**src/rtl/hdlc_rx_frame_ctrl.sv**
```systemverilog
// hdlc_rx_frame_ctrl
// Frame-level sequencer for the HDLC receive channel. Turns flag, abort and
// byte strobes from the bit-level front end into buffer writes and
// end-of-frame status. Every output is registered, so each response shows
// up one cycle after the strobe that causes it.

module hdlc_rx_frame_ctrl #(
   parameter int MAX_BYTES = 128,
   parameter int FCS_BYTES = 2,
   parameter int CNT_W     = 8
) (
   input  logic             Clk,
   input  logic             Rst,
   input  logic             RxEN,
   input  logic             Rx_FlagDetect,
   input  logic             Rx_AbortDetect,
   input  logic             Rx_NewByte,
   input  logic [7:0]       Rx_Data,
   input  logic             Rx_FCSerr,
   input  logic             Rx_ReadDone,
   input  logic             Rx_Drop,
   output logic             Rx_ValidFrame,
   output logic             Rx_WrBuff,
   output logic [7:0]       Rx_DataBuff,
   output logic             Rx_AbortSignal,
   output logic             Rx_Overflow,
   output logic             Rx_EoF,
   output logic             Rx_Ready,
   output logic             Rx_FrameError,
   output logic [CNT_W-1:0] Rx_FrameSize
);

   localparam logic [CNT_W-1:0] MAX_CNT = CNT_W'(MAX_BYTES);
   localparam logic [CNT_W-1:0] FCS_CNT = CNT_W'(FCS_BYTES);

   // IDLE: hunting for a flag; OPEN: between frames after a flag;
   // RCV: collecting bytes; DONE: a closed frame is held for software.
   typedef enum logic [1:0] {
      IDLE = 2'd0,
      OPEN = 2'd1,
      RCV  = 2'd2,
      DONE = 2'd3
   } state_t;

   state_t           state_q,        state_d;
   logic [CNT_W-1:0] count_q,        count_d;
   logic             valid_frame_q,  valid_frame_d;
   logic             wr_buff_q,      wr_buff_d;
   logic [7:0]       data_buff_q,    data_buff_d;
   logic             abort_signal_q, abort_signal_d;
   logic             overflow_q,     overflow_d;
   logic             eof_q,          eof_d;
   logic             ready_q,        ready_d;
   logic             frame_error_q,  frame_error_d;
   logic [CNT_W-1:0] frame_size_q,   frame_size_d;

   logic             runt;
   logic             room_left;

   // Frame-length qualifiers derived from the current byte count.
   always_comb begin
      runt      = (count_q <= FCS_CNT);
      room_left = (count_q < MAX_CNT);
   end

   // Next-state and next-output logic; strobes are resolved in priority
   // order disable > drop > abort > flag > byte, lower ones discarded.
   always_comb begin
      state_d        = state_q;
      count_d        = count_q;
      valid_frame_d  = valid_frame_q;
      wr_buff_d      = 1'b0;
      data_buff_d    = data_buff_q;
      abort_signal_d = 1'b0;
      overflow_d     = overflow_q;
      eof_d          = 1'b0;
      ready_d        = ready_q;
      frame_error_d  = frame_error_q;
      frame_size_d   = frame_size_q;

      if (!RxEN && (state_q != DONE)) begin
         // A held frame survives disable; anything in flight is dropped.
         state_d       = IDLE;
         valid_frame_d = 1'b0;
         count_d       = '0;
         overflow_d    = 1'b0;
      end else begin
         unique case (state_q)
            IDLE: begin
               if (!Rx_Drop && !Rx_AbortDetect && Rx_FlagDetect) begin
                  state_d = OPEN;
               end
            end

            OPEN: begin
               if (Rx_Drop || Rx_AbortDetect) begin
                  state_d = IDLE;
               end else if (Rx_FlagDetect) begin
                  state_d = OPEN;
               end else if (Rx_NewByte) begin
                  state_d       = RCV;
                  valid_frame_d = 1'b1;
                  wr_buff_d     = 1'b1;
                  data_buff_d   = Rx_Data;
                  count_d       = CNT_W'(1);
               end
            end

            RCV: begin
               if (Rx_Drop) begin
                  state_d       = IDLE;
                  valid_frame_d = 1'b0;
                  count_d       = '0;
                  overflow_d    = 1'b0;
               end else if (Rx_AbortDetect) begin
                  state_d        = IDLE;
                  valid_frame_d  = 1'b0;
                  abort_signal_d = 1'b1;
                  count_d        = '0;
                  overflow_d     = 1'b0;
               end else if (Rx_FlagDetect) begin
                  state_d       = DONE;
                  valid_frame_d = 1'b0;
                  eof_d         = 1'b1;
                  ready_d       = 1'b1;
                  frame_error_d = Rx_FCSerr | runt;
                  frame_size_d  = runt ? '0 : (count_q - FCS_CNT);
               end else if (Rx_NewByte) begin
                  if (room_left) begin
                     wr_buff_d   = 1'b1;
                     data_buff_d = Rx_Data;
                     count_d     = count_q + CNT_W'(1);
                  end else begin
                     overflow_d = 1'b1;
                  end
               end
            end

            DONE: begin
               if (Rx_Drop || Rx_ReadDone) begin
                  state_d       = IDLE;
                  ready_d       = 1'b0;
                  frame_error_d = 1'b0;
                  overflow_d    = 1'b0;
                  frame_size_d  = '0;
                  count_d       = '0;
               end
            end

            default: begin
               state_d = IDLE;
            end
         endcase
      end
   end

   // State and output registers with synchronous reset.
   always_ff @(posedge Clk) begin
      if (Rst) begin
         state_q        <= IDLE;
         count_q        <= '0;
         valid_frame_q  <= 1'b0;
         wr_buff_q      <= 1'b0;
         data_buff_q    <= '0;
         abort_signal_q <= 1'b0;
         overflow_q     <= 1'b0;
         eof_q          <= 1'b0;
         ready_q        <= 1'b0;
         frame_error_q  <= 1'b0;
         frame_size_q   <= '0;
      end else begin
         state_q        <= state_d;
         count_q        <= count_d;
         valid_frame_q  <= valid_frame_d;
         wr_buff_q      <= wr_buff_d;
         data_buff_q    <= data_buff_d;
         abort_signal_q <= abort_signal_d;
         overflow_q     <= overflow_d;
         eof_q          <= eof_d;
         ready_q        <= ready_d;
         frame_error_q  <= frame_error_d;
         frame_size_q   <= frame_size_d;
      end
   end

   // Registered outputs drive the ports directly.
   always_comb begin
      Rx_ValidFrame  = valid_frame_q;
      Rx_WrBuff      = wr_buff_q;
      Rx_DataBuff    = data_buff_q;
      Rx_AbortSignal = abort_signal_q;
      Rx_Overflow    = overflow_q;
      Rx_EoF         = eof_q;
      Rx_Ready       = ready_q;
      Rx_FrameError  = frame_error_q;
      Rx_FrameSize   = frame_size_q;
   end

endmodule

```
**config.mk**
```make
export PLATFORM = sky130hd
export DESIGN_NAME = hdlc_rx_frame_ctrl
export DESIGN_NICKNAME = d
export VERILOG_FILES = /design/src/rtl/hdlc_rx_frame_ctrl.sv
export SDC_FILE = /design/constraint.sdc
export NUM_CORES = 1
export LEC_CHECK = 0
export ABC_AREA = 1
export CAP_MARGIN = 20
export CORE_MARGIN = 5
export CORE_UTILIZATION = 50
export DETAILED_ROUTE_END_ITERATION = 8
export GPL_TIMING_DRIVEN = 0
export PLACE_DENSITY = 0.76
export SYNTH_ARGS = -nofsm -noshare
export SYNTH_HDL_FRONTEND = slang
export SYNTH_SLANG_ARGS = --single-unit
export TNS_END_PERCENT = 20
```
**constraint.sdc**
```tcl
create_clock -name Clk -period 2 [get_ports Clk]
set_clock_uncertainty 0.15 [all_clocks]
set_input_delay 0.6 -clock Clk [delete_from_list [all_inputs] [get_ports Clk]]
set_output_delay 0.6 -clock Clk [all_outputs]
set_load 0.02 [all_outputs]
```
==> results.cfg <==
[pwr]
finalPower_mw = 1.40
powerDensity_nw_per_um2 = 601
p_leak_nw = 1.04
ir_drop_uv = 311

[final_layout]
diodes = 0
utilization = 0.687
final_cell_mix = 45 x nand2_1, 32 x dfxtp_1, 29 x inv_1, 27 x nor2_1, 24 x dlygate4sd2_1
layout_commonest_cell = nand2_1
drive_above_1_share = 0.130
syn_to_final_growth_pct = 30.5
nets = 324

[routing]
wl_per_cell_um = 12.1
detail_route.wirelength_um = 4190
first_iter_violations = 105
ant_nets = 0
vias_per_cell = 5.04
route.detailed.drc = 0
vias = 1740
dr.pass1.iters = 4

[placement]
dp_hpwl_um = 3050
port_buffers = 39
pre_cts_slack_ns = -0.399
place_congestion = 0.855

[floorplan]
fp.dieH_um = 69.7
core_area_um2 = 3390
die-area_um2 = 4860
num_rows = 21
start_util = 0.526
die_w_um = 69.7
num_io_pins = 40

[grt]
grt_max_degree = 11
antenna_found_initial = 0
first_global_vias = 1528
grt_usage = 0.175
grt_overflow = 0
grt_pass1_wl_um = 7100

[worst_hold_path]
hold_end = Rx_FrameSize[5]$_SDFFE_PP0P_
min_from = Rx_FrameSize[5]$_SDFFE_PP0P_
hold_depth = 2
hp-class = flip-flop to flip-flop

[worst_setup_path]
crit_required_ns = 2.12
rr_startpoint = state_q[0]$_SDFFE_PP0P_
endpoint_kind = flip-flop
critical_path_class = input port to flip-flop
worstPathMaxFanout = 9
r2r_end = Rx_FrameSize[7]$_SDFFE_PP0P_
arrival_ns = 2.05
critPathLaunchType = input port
r2r_slack_ns = 0.10
ff2ff_path_depth = 9

[synthesis]
yosysWarningCount = 0
syn_nets = 277
ys_seq_elements = 33
yosysSeqAreaShare = 0.371
yosys.area.top_type = dfxtp_1
synth_area_per_cell_um2 = 7.10
yosys.area.top_type_share = 0.371
yosysUniqueCellTypes = 31
postSynthCellCount = 251
synthTopCellsByArea = dfxtp_1 37%, nand2_1 9.7%, nand3_1 6.5%, ha_1 6.3%, inv_1 6.3%
netlist_area_um2 = 1780

[timing]
hold_viol_final = 0
rsz0062_at_grt = true
maxSlewViolCount = 0
fmax_ghz = 0.518
period_needed_ns = 1.93
setup_viol = 0
period_share = 0.966
slew_headroom = 0.717
tightest_slew_ns = 0.424
layout_setup_ws_ns = 0.0682

[clock_network]
clk_path_buf_depth = 2
cts.clk_slew.worst_paths_ns = 0.10
postCtsSetupRepairBufs = 0
cts_buffers = 5
ctsHoldBuffers = 0
clk_latency_ns = 0.34
clockRootBuffer = clkbuf_4
cts.sinks = 33
cts_max_level = 2
cts_tree = built

[flow_run]
maxCapViolations = 0

[outcome]
status = complete, no violations
sequential cells by signal, summed over array words and instances (netlist names):
register	cells
state_q	2
count_q	8
Rx_ValidFrame	1
Rx_Overflow	1
Rx_WrBuff	1
Rx_EoF	1
Rx_DataBuff	8
Rx_FrameSize	8
Rx_AbortSignal	1
Rx_Ready	1
Rx_FrameError	1
worst max-delay path, stage by stage:
cell             delay [ns]
clkdlybuf4s50_1        0.49
nor2_4                 0.21
nand2_1                0.15
inv_1                  0.14
nand2_1                0.08
nand4_1                0.16
o21ai_0                0.10
a21oi_1                0.12
how the worst max path moves through the flow:
stage	depth (start not counted)	endpoint	from	slack (ns)
final	8	state_q[1]$_SDFFE_PP0P_	Rx_AbortDetect	0.07
after global routing	9	Rx_FrameSize[2]$_SDFFE_PP0P_	state_q[0]$_SDFFE_PP0P_	-0.04
after CTS	9	Rx_DataBuff[1]$_SDFFE_PP0P_	Rx_AbortDetect	0.0008
after detailed placement	9	Rx_DataBuff[1]$_SDFFE_PP0P_	Rx_Drop	-0.40
after global placement	12	count_q[6]$_SDFFE_PP0P_	Rx_Drop	-0.36
after floorplan	8	Rx_DataBuff[2]$_SDFFE_PP0P_	state_q[0]$_SDFFE_PP0P_	0.30
kinds of logic after synthesis:
| logic type | share of synthesized area |
|---|---|
| AND/OR/NAND/NOR | 0.319 |
| buffers and inverters | 0.0849 |
| flip-flops | 0.371 |
| XOR/XNOR | 0.0246 |
| AO/OA/AOI/OAI | 0.138 |
| adder cells (fa/ha/maj) | 0.0632 |
where the power goes:
group          internal, mW  switching (mW)
sequential            0.671         0.00801
combinational        0.0800           0.114
clock                 0.298           0.228
total                  1.05           0.350
cell type report:
class                           count  area [µm²]
Buffer                              6        30.0
Clock buffer                        7        55.1
Clock inverter                      1        30.0
Fill cell                         322        1060
Inverter                           32         121
Multi-Input combinational cell    181        1010
Sequential cell                    33         662
Tap cell                           46        57.6
Timing Repair Buffer               39         360
metal layers:
| metal | track usage | part of all wire | up-vias |
|---|---|---|---|
| li1 | - | - | 912 |
| met1 | 0.235 | 0.48 | 775 |
| met2 | 0.274 | 0.45 | 47 |
| met3 | 0.0493 | 0.054 | 6 |
| met4 | 0.0511 | 0.0091 | 0 |
| met5 | 0 | 0 | - |
metrics by stage:
step	hold WS, ns	instance area, µm²	std cells	setup TNS [ns]
after CTS	0.319	2290	344	0
after global routing	0.330	2330	345	-0.251
after floorplan	0.339	1780	251	0
after global placement	0.301	2230	336	-8.71
final	0.318	2330	345	0
after detailed placement	0.305	2230	336	-9.29
cells in the mapped netlist:
cell type	n
a21boi_2	1
a21oi_1	22
a21oi_2	1
buf_2	3
buf_4	1
clkbuf_1	2
clkinv_2	1
dfxtp_1	33
ha_1	9
inv_1	30
inv_2	1
nand2_1	46
nand2_2	5
nand3_1	23
nand3_2	1
nand3b_1	1
nand4_1	6
nand4_2	1
nor2_1	29
nor2_2	3
nor2_4	2
nor3_1	3
nor3_2	1
nor3b_1	1
o21a_1	1
o21ai_0	10
o21ai_1	6
o21ai_2	1
o21bai_2	1
o31ai_1	1
xor2_1	5
what timing repair did:
action                                  4_1_cts  5_1_grt
pin swaps                                     0        2
resized for setup                            24       15
endpoints found under the setup margin       32       26
cloned                                        0        1
No activity file was read; power rests on OpenSTA's default activity.
==> patch, RTL diff (same flow settings) <==
Put a register stage on the output `Rx_FrameError`, cleared by the reset. The value now appears one clock later. The other outputs are not delayed to match.
--- a/src/rtl/hdlc_rx_frame_ctrl.sv
+++ b/src/rtl/hdlc_rx_frame_ctrl.sv
@@ -41,6 +41,8 @@
       RCV  = 2'd2,
       DONE = 2'd3
    } state_t;
+
+   logic Rx_FrameError_d;
 
    state_t           state_q,        state_d;
    logic [CNT_W-1:0] count_q,        count_d;
@@ -192,9 +194,17 @@
       Rx_Overflow    = overflow_q;
       Rx_EoF         = eof_q;
       Rx_Ready       = ready_q;
-      Rx_FrameError  = frame_error_q;
+      Rx_FrameError_d = frame_error_q;
       Rx_FrameSize   = frame_size_q;
    end
 
+   always_ff @(posedge Clk) begin
+      if (Rst) begin
+         Rx_FrameError <= '0;
+      end else begin
+         Rx_FrameError <= Rx_FrameError_d;
+      end
+   end
+
 endmodule
 
Formal check against the unedited RTL: not equivalent (a bounded check fails within 4 cycles, from zero or initial values and one cycle with Rst high).
==> patch against the original RTL <==
Sequential cell count up 1. Sequential power up 3.4%. Power up 23%. Core utilization up 1.3 points. Setup slack worse by 0.047 ns. Final area up 8.3%. Maximum frequency down 2.4%. Via count up 8.0%. Wire length up 12%. Synthesized area up 3.2%.
==> patch: results <==
{
  "status": "finished, final reports clean",
  "synthAdderAreaFrac_pct": 6.12,
  "wl_microns": 4680,
  "critPathMaxFanout": 2,
  "grt_pass1_vias": 1708,
  "drtIter0Drc": 117,
  "synth_nets": 305,
  "grt_pass1_wl_microns": 7700,
  "grt_use_total_pct": 18.7,
  "synthXorXnorAreaFrac_pct": 0.952,
  "maxSlewHeadroom_pct": 68.9,
  "reg2reg_to": "count_q[3]",
  "cts_resized": 4,
  "synth_area_leaders": "dfxtp_1 (37%), nand2_1 (14%), nand3_1 (9.5%)",
  "drive_gt1_share_pct": 10.1,
  "post-dp-hpwl_microns": 3360,
  "final_nets": 352,
  "ys_seq_area_share_pct": 37.0,
  "timing.rr.start": "state_q[1]",
  "synth_area_sq_mm": 0.00184,
  "fillers": 321,
  "grt_max_degree": 12,
  "slowest_delay_ns": 0.61,
  "crit_slowest_cell": "clkdlybuf4s50_1",
  "power_leakage_nw": 1.29,
  "port_buffers": 39,
  "yosysUniqueCellTypes": 22,
  "min_to": "Rx_FrameError",
  "globalplace.congestion": 0.874,
  "r2r_setup_slack_ns": 0.24,
  "ctsHoldBuffers": 0,
  "dr_total_vias": 1879,
  "min_from": "Rx_FrameError_d",
  "vdd_drop_max_uv": 291,
  "worstSkewPairLatency_ns": 0.29,
  "synth_commonest_cells": "nand2_1 (67), nor2_1 (45), nand3_1 (35), dfxtp_1 (34), inv_1 (32)",
  "synth-compound-area-share_pct": 7.41,
  "place_area_sq_mm": 0.00229
}
patch: power breakdown:
part | switching [mW] | total (mW) | internal (mW)
Combinational | 0.139 | 0.235 | 0.0954
Clock | 0.258 | 0.789 | 0.532
Sequential | 0.00972 | 0.702 | 0.692
Total | 0.407 | 1.73 | 1.32
patch: how the worst max path moves through the flow:
stage	cells after the start	end	start
5_1_grt	1	Rx_FrameSize[3]	Rx_FrameSize[3]
6_report	1	Rx_DataBuff[2]	Rx_DataBuff[2]
4_1_cts	7	Rx_DataBuff[5]	Rx_FlagDetect
3_5_place_dp	7	Rx_DataBuff[5]	Rx_FlagDetect
2_1_floorplan	7	Rx_DataBuff[0]	Rx_NewByte
3_3_place_gp	5	Rx_WrBuff	RxEN
patch: through the flow:
| step | hold slack [ns] | instances | setup WS [ns] | setup TNS, ns |
|---|---|---|---|---|
| after floorplan | 0.250 | 279 | 0.408 | 0 |
| after global placement | 0.254 | 366 | -0.316 | -8.09 |
| after detailed placement | 0.284 | 366 | -0.374 | -8.79 |
| after CTS | 0.298 | 374 | -0.0148 | -0.0254 |
| after global routing | 0.322 | 375 | 0.000291 | 0 |
| final | 0.294 | 375 | 0.0212 | 0 |
patch: layer usage:
layer	part of all wire, %	vias to the layer above	global-route usage, %
li1	-	982	-
met5	0	-	0
met1	46	838	23.8
met2	48	50	31.1
met3	5.3	9	4.69
met4	1.6	0	5.64
patch: cell type report:
type | instances | area, sq um | share of cell area, %
Tap cell | 48 | 60.1 | 2.38
Clock buffer | 6 | 82.6 | 3.28
Inverter | 38 | 143 | 5.66
Timing Repair Buffer | 39 | 427 | 16.9
Multi-Input combinational cell | 204 | 1030 | 41.0
Sequential cell | 34 | 681 | 27.0
Buffer | 3 | 26.3 | 1.04
Timing Repair inverter | 1 | 7.51 | 0.298
Clock inverter | 2 | 60.1 | 2.38
